## src/rtl/btn_pkg.sv

```systemverilog
// Shared definitions for the button conditioner: per-channel FSM states and
// default timing constants for the 8 MHz board clock.
package btn_pkg;

  typedef enum logic [1:0] {
    ST_IDLE    = 2'd0,
    ST_WAIT_P  = 2'd1,
    ST_PRESSED = 2'd2,
    ST_WAIT_R  = 2'd3
  } btn_state_e;

  localparam int DEBOUNCE_5MS_8MHZ = 40000;
  localparam int LONG_1S_8MHZ      = 8000000;

endpackage

```

## src/rtl/btn_debounce_ch.sv

```systemverilog
// One button channel: 2-FF synchroniser, debounce FSM with press/release
// pulses, and a saturating hold counter for the long-press level.
module btn_debounce_ch
  import btn_pkg::*;
#(
  parameter int DEBOUNCE_CYC = DEBOUNCE_5MS_8MHZ,
  parameter int LONG_CYC     = LONG_1S_8MHZ,
  parameter int DCNT_W       = $clog2(DEBOUNCE_CYC),
  parameter int LCNT_W       = $clog2(LONG_CYC)
) (
  input  logic clk_i,
  input  logic rst_i,
  input  logic btn_n_i,
  output logic level_o,
  output logic press_o,
  output logic release_o,
  output logic long_o
);

  localparam logic [DCNT_W-1:0] DCNT_LAST = DCNT_W'(DEBOUNCE_CYC - 1);
  localparam logic [LCNT_W-1:0] HCNT_LAST = LCNT_W'(LONG_CYC - 1);

  logic [1:0]        sync_q;
  logic              raw_s;
  btn_state_e        state_q, state_d;
  logic [DCNT_W-1:0] dcnt_q, dcnt_d;
  logic [LCNT_W-1:0] hcnt_q, hcnt_d;
  logic              level_q, level_d;
  logic              press_q, press_d;
  logic              release_q, release_d;
  logic              long_q, long_d;

  // Synchroniser resets to "released" so a held button reads as a fresh press.
  assign raw_s = ~sync_q[1];

  always_ff @(posedge clk_i) begin
    if (rst_i) begin
      sync_q    <= 2'b11;
      state_q   <= ST_IDLE;
      dcnt_q    <= '0;
      hcnt_q    <= '0;
      level_q   <= 1'b0;
      press_q   <= 1'b0;
      release_q <= 1'b0;
      long_q    <= 1'b0;
    end else begin
      sync_q    <= {sync_q[0], btn_n_i};
      state_q   <= state_d;
      dcnt_q    <= dcnt_d;
      hcnt_q    <= hcnt_d;
      level_q   <= level_d;
      press_q   <= press_d;
      release_q <= release_d;
      long_q    <= long_d;
    end
  end

  always_comb begin
    state_d   = state_q;
    dcnt_d    = dcnt_q;
    hcnt_d    = hcnt_q;
    level_d   = level_q;
    press_d   = 1'b0;
    release_d = 1'b0;
    long_d    = long_q;
    unique case (state_q)
      ST_IDLE: begin
        if (raw_s) begin
          state_d = ST_WAIT_P;
          dcnt_d  = '0;
        end
      end
      ST_WAIT_P: begin
        if (!raw_s) begin
          state_d = ST_IDLE;
        end else if (dcnt_q == DCNT_LAST) begin
          state_d = ST_PRESSED;
          press_d = 1'b1;
          level_d = 1'b1;
          hcnt_d  = '0;
        end else begin
          dcnt_d = dcnt_q + DCNT_W'(1);
        end
      end
      ST_PRESSED: begin
        if (!raw_s) begin
          state_d = ST_WAIT_R;
          dcnt_d  = '0;
        end else if (hcnt_q == HCNT_LAST) begin
          // Saturated: one more held cycle makes LONG_CYC in total.
          long_d = 1'b1;
        end else begin
          hcnt_d = hcnt_q + LCNT_W'(1);
        end
      end
      ST_WAIT_R: begin
        if (raw_s) begin
          state_d = ST_PRESSED;
        end else if (dcnt_q == DCNT_LAST) begin
          state_d   = ST_IDLE;
          release_d = 1'b1;
          level_d   = 1'b0;
          long_d    = 1'b0;
        end else begin
          dcnt_d = dcnt_q + DCNT_W'(1);
        end
      end
      default: state_d = ST_IDLE;
    endcase
  end

  assign level_o   = level_q;
  assign press_o   = press_q;
  assign release_o = release_q;
  assign long_o    = long_q;

endmodule

```

## src/rtl/btn_conditioner.sv

```systemverilog
// Debounces N_BTN raw active-low buttons into clean levels plus press,
// release and long-press events; channels are fully independent.
module btn_conditioner
  import btn_pkg::*;
#(
  parameter int N_BTN        = 2,
  parameter int DEBOUNCE_CYC = DEBOUNCE_5MS_8MHZ,
  parameter int LONG_CYC     = LONG_1S_8MHZ,
  parameter int DCNT_W       = $clog2(DEBOUNCE_CYC),
  parameter int LCNT_W       = $clog2(LONG_CYC)
) (
  input  logic             PCLK,
  input  logic             reset,
  input  logic [N_BTN-1:0] btn_n,
  output logic [N_BTN-1:0] btn_level,
  output logic [N_BTN-1:0] btn_press,
  output logic [N_BTN-1:0] btn_release,
  output logic [N_BTN-1:0] btn_long
);

  for (genvar i = 0; i < N_BTN; i++) begin : g_ch
    btn_debounce_ch #(
      .DEBOUNCE_CYC(DEBOUNCE_CYC),
      .LONG_CYC    (LONG_CYC),
      .DCNT_W      (DCNT_W),
      .LCNT_W      (LCNT_W)
    ) u_ch (
      .clk_i    (PCLK),
      .rst_i    (reset),
      .btn_n_i  (btn_n[i]),
      .level_o  (btn_level[i]),
      .press_o  (btn_press[i]),
      .release_o(btn_release[i]),
      .long_o   (btn_long[i])
    );
  end

endmodule
```

## config.mk

```make
export PLATFORM = sky130hd
export DESIGN_NAME = btn_conditioner
export DESIGN_NICKNAME = d
export VERILOG_FILES = /design/src/rtl/btn_pkg.sv /design/src/rtl/btn_debounce_ch.sv /design/src/rtl/btn_conditioner.sv
export SDC_FILE = /design/constraint.sdc
export NUM_CORES = 1
export LEC_CHECK = 0
export CAP_MARGIN = 40
export CORE_MARGIN = 2
export CORE_UTILIZATION = 55
export DETAILED_ROUTE_END_ITERATION = 8
export GPL_ROUTABILITY_DRIVEN = 0
export PLACE_DENSITY = 0.7
export SETUP_SLACK_MARGIN = 0.02
export SLEW_MARGIN = 30
export SYNTH_ARGS = -nofsm -noshare
export SYNTH_HDL_FRONTEND = slang
export SYNTH_HIERARCHICAL = 1
export SYNTH_SLANG_ARGS = --single-unit
```

## constraint.sdc

```tcl
create_clock -name PCLK -period 3.4 [get_ports PCLK]
set_input_delay 0.34 -clock PCLK [delete_from_list [all_inputs] [get_ports PCLK]]
set_output_delay 0.34 -clock PCLK [all_outputs]
set_load 0.01 [all_outputs]
```

==> summary.txt <==
Worst setup path
  • CP Launch Type: register
  • Worst stage delay on the critical path: around 0.6 ns
  • WS Path Type: reg2reg
  • CP Max Fanout: 12
  • Worst reg2reg setup slack: just under 0.9 ns
  • CP endpoint: g_ch[1].u_ch/hcnt_q[4]
  • Worst path slowest cell: nor4_4
  • CP required: 3.62 ns
  • FF-to-FF Start: g_ch[1].u_ch/dcnt_q[9]
  • Worst Reg2Reg Path Length in Cells: 5
  • Crit path DAT: 2.74 ns
  • Crit-path cells: or4b_4 > nor4_4 > a21oi_2 > nand2_1 > a31oi_1
  • Worst setup path start: g_ch[1].u_ch/dcnt_q[9]
  • Crit Reg-Reg Endpoint: g_ch[1].u_ch/hcnt_q[4]
  • Worst setup EP type: register

Floorplan
  • Initial Utilization: between 50% and 60%
  • # rows: 34
  • Core Area: 8720 um^2
  • DIE HEIGHT: between 90 and 100 um
  • Die width: 98.7 um
  • Die ar.: 9730 um^2
  • # IOs: 12

Clock tree
  • Clock Sinks: 94
  • CTS-repair resized insts: 0
  • Setup Buffers After CTS: 0
  • H-Tree Depth: 3
  • CTS tree: yes
  • CTS Buf Count: 9
  • Root Buffer: clkbuf_8
  • CTS Hold Bufs: 0
  • Reg clk slew, reported paths: 0.09 ns
  • Clock Latency Late Sink: 0.35 ns
  • CTS Buffer Depth: 2

Yosys
  • Synth Net Count: ~600
  • Post-synthesis area per instance: roughly 8 um^2
  • Synth Instances: 610
  • Largest cells by area after synthesis: dfxtp_1 (38%), nor2_1 (5.3%), nand3_1 (5.3%), xnor2_1 (4.6%), nand2_1 (4.0%)
  • Count of cell types in the netlist: just over 50
  • Top cell type's share of synthesized area: between 30% and 40%
  • Register area share after synthesis: 38.2%
  • Top FF cell, synth: dfxtp_1
  • Asr flop ratio synth: 0%
  • #FFs+latches synth: 94
  • Number of enable flip-flop cells after synthesis: 0
  • Synthesized area: 4930 um^2
  • Synth Warn #: 6
  • Area leader, netlist: dfxtp_1

Final layout
  • Area Overhead vs Synth: 6.35%
  • Final nets: slightly above 600
  • Finished Layout Cells: 712
  • Fill cells: 770
  • Ant. Diodes: 0
  • Layout cells sized above 1: 7.12%

STA
  • Worst Tran Pin Value: 0.666 ns
  • Max Slew Vio Count: 0
  • Min Tclk post-route: 2.52 ns
  • Final setup violating endpoints: 0
  • Post-route setup slack: 0.877 ns
  • Fin crit share: between 70% and 80%
  • Worst relative slew slack: about 55%
  • Final hold vios: 0
  • RSZ-0062 raised after global routing: false
  • Final clock skew: 0.0114 ns
  • Total negative slack: 0 ns
  • Fmax: between 300 and 400 MHz

Detailed routing
  • Average via count per standard cell: 6.30
  • Initial DRC count: between 200 and 300
  • Drt first pass iters: 5
  • Final ANT Viol Nets: 0
  • DR vias: 4488
  • Final wirelength: 11000 um
  • Drt drc: 0
  • Post-DR wirelength/cell: 15.5 um

Placement
  • Pre-CTS setup slack: between 0.9 and 1 ns
  • Hpwl dp: 7720 um
  • IO buf count: 11
  • # placed instances: 697

GRT
  • Total Routing Usage GR: 23.4%
  • First-pass GRT wire length: around 19000 um
  • Largest net degree at the start of global routing: 35
  • Grt ovf: 0
  • Number of global-route vias before repair: approximately 4200
  • Antenna violations before repair: 0

Power and ir drop
  • Leakage: roughly 1.7 nW
  • Pwr per Cell Area: 363 nW/um^2
  • Worst vdd ir: around 0.00025 V

Run
  • MaxCap Viol Count: 0

Min path
  • Worst Hold Class: reg2reg

Status
  • Outcome: complete, no violations
## critical path: cells and delay by family (launching register included)
| kind | cells | cell delay (ns) |
|---|---|---|
| and+or+nand+nor | 3 | 1.57 |
| DFF | 1 | 0.40 |
| AOI/OAI and AO/OA | 2 | 0.40 |
## layout make-up
class                           instances  area (um^2)  area share (%)
Clock buffer                            9          124            2.36
Clock inverter                          6         63.8            1.22
Inverter                                6         22.5           0.430
Multi-Input combinational cell        470         2840            54.3
Sequential cell                        94         1880            35.9
Tap cell                              108          135            2.58
Timing Repair Buffer                   19          170            3.25
## sequential cells by signal (all words and copies together), names as in the netlist, named ones only
name                 flops
g_ch.u_ch/hcnt_q        46
g_ch.u_ch/dcnt_q        32
g_ch.u_ch/sync_q         4
g_ch.u_ch/level_o        2
g_ch.u_ch/long_o         2
g_ch.u_ch/press_o        2
g_ch.u_ch/release_o      2
g_ch.u_ch/state_q        2
## worst min-delay path by stage
stage                                  end  cells after the start              startpoint
finish              g_ch[0].u_ch/sync_q[1]                      1  g_ch[0].u_ch/sync_q[0]
global route        g_ch[1].u_ch/sync_q[1]                      1  g_ch[1].u_ch/sync_q[0]
CTS                 g_ch[0].u_ch/sync_q[1]                      1  g_ch[0].u_ch/sync_q[0]
detailed placement  g_ch[0].u_ch/sync_q[1]                      1  g_ch[0].u_ch/sync_q[0]
global placement    g_ch[0].u_ch/sync_q[1]                      1  g_ch[0].u_ch/sync_q[0]
floorplan           g_ch[0].u_ch/sync_q[1]                      1  g_ch[0].u_ch/sync_q[0]
## per-stage QoR
stage / utilization, % / area (um^2) / power [mW] / hold WS [ns]
6_report: 60.1 / 5240 / 1.90 / 0.419
5_1_grt: 60.1 / 5240 / 1.97 / 0.433
4_1_cts: 60.1 / 5240 / 1.93 / 0.423
3_5_place_dp: 57.9 / 5050 / 1.21 / 0.403
3_3_place_gp: 57.8 / 5040 / 1.21 / 0.405
2_1_floorplan: - / 4930 / 1.19 / 0.389
## logic make-up (layout without fill, tap and decap cells)
| kind of cell | count (synthesis) | count (layout) | synth area share, % |
|---|---|---|---|
| buffers and inverters | 46 | 40 | 4.11 |
| AND/OR/NAND/NOR | 292 | 292 | 32.6 |
| AO/OA/AOI/OAI | 144 | 144 | 18.7 |
| flip-flops | 94 | 94 | 38.2 |
| XOR/XNOR | 28 | 28 | 4.98 |
| multiplexers | 2 | 2 | 0.406 |
| adder cells (fa/ha/maj) | 4 | 4 | 1.02 |
## cell usage in the layout (no fill, tap or decap), types with 6 or more instances in the layout
cell             netlist  final
buf_4                  0      8
nand3_1               52     52
nor3_1                14     14
nor3b_1                8      8
o21a_1                 6      6
dfxtp_1               94     94
or4_1                  6      6
o21ai_0               20     20
clkdlybuf4s50_1        0     11
clkbuf_8               0      9
nand2_1               52     52
or2_2                  8      8
xnor2_1               26     26
o31ai_1                6      6
a211oi_1               8      8
and3_1                 6      6
a21o_1                 6      6
nor4b_1               10     10
nor2_1                70     70
nor4_1                 6      6
a31oi_1               22     22
nand4_1               20     20
a41oi_1                8      8
a21oi_1               38     38
inv_1                  6      6
or3_1                  8      8
and4_1                 6      6
## Yosys cell counts (all sizes together), types with 8 or more instances
master and number:
dfxtp 94, nor2 70, nand2 52, nand3 52, a21oi 40, clkbuf 26, xnor2 26, o21ai 24
a31oi 22, nand4 22, buf 14, nor3 14, nor4b 10, or2 10, a211oi 8, a41oi 8
nor3b 8, nor4 8, or3 8
## routing by layer
layer	vias to the layer above	wire length (um)	GRT usage, %
li1	2226	-	-
met1	2145	5340	31.3
met2	100	5200	38.8
met3	17	366	2.98
met4	0	144	9.27
met5	-	0	0
## power by group
part | switching, mW | total [mW] | internal (mW)
Clock | 0.384 | 0.718 | 0.335
Sequential | 0.0125 | 1.12 | 1.11
Combinational | 0.0375 | 0.0632 | 0.0257
(Power assumes the default switching activity.)
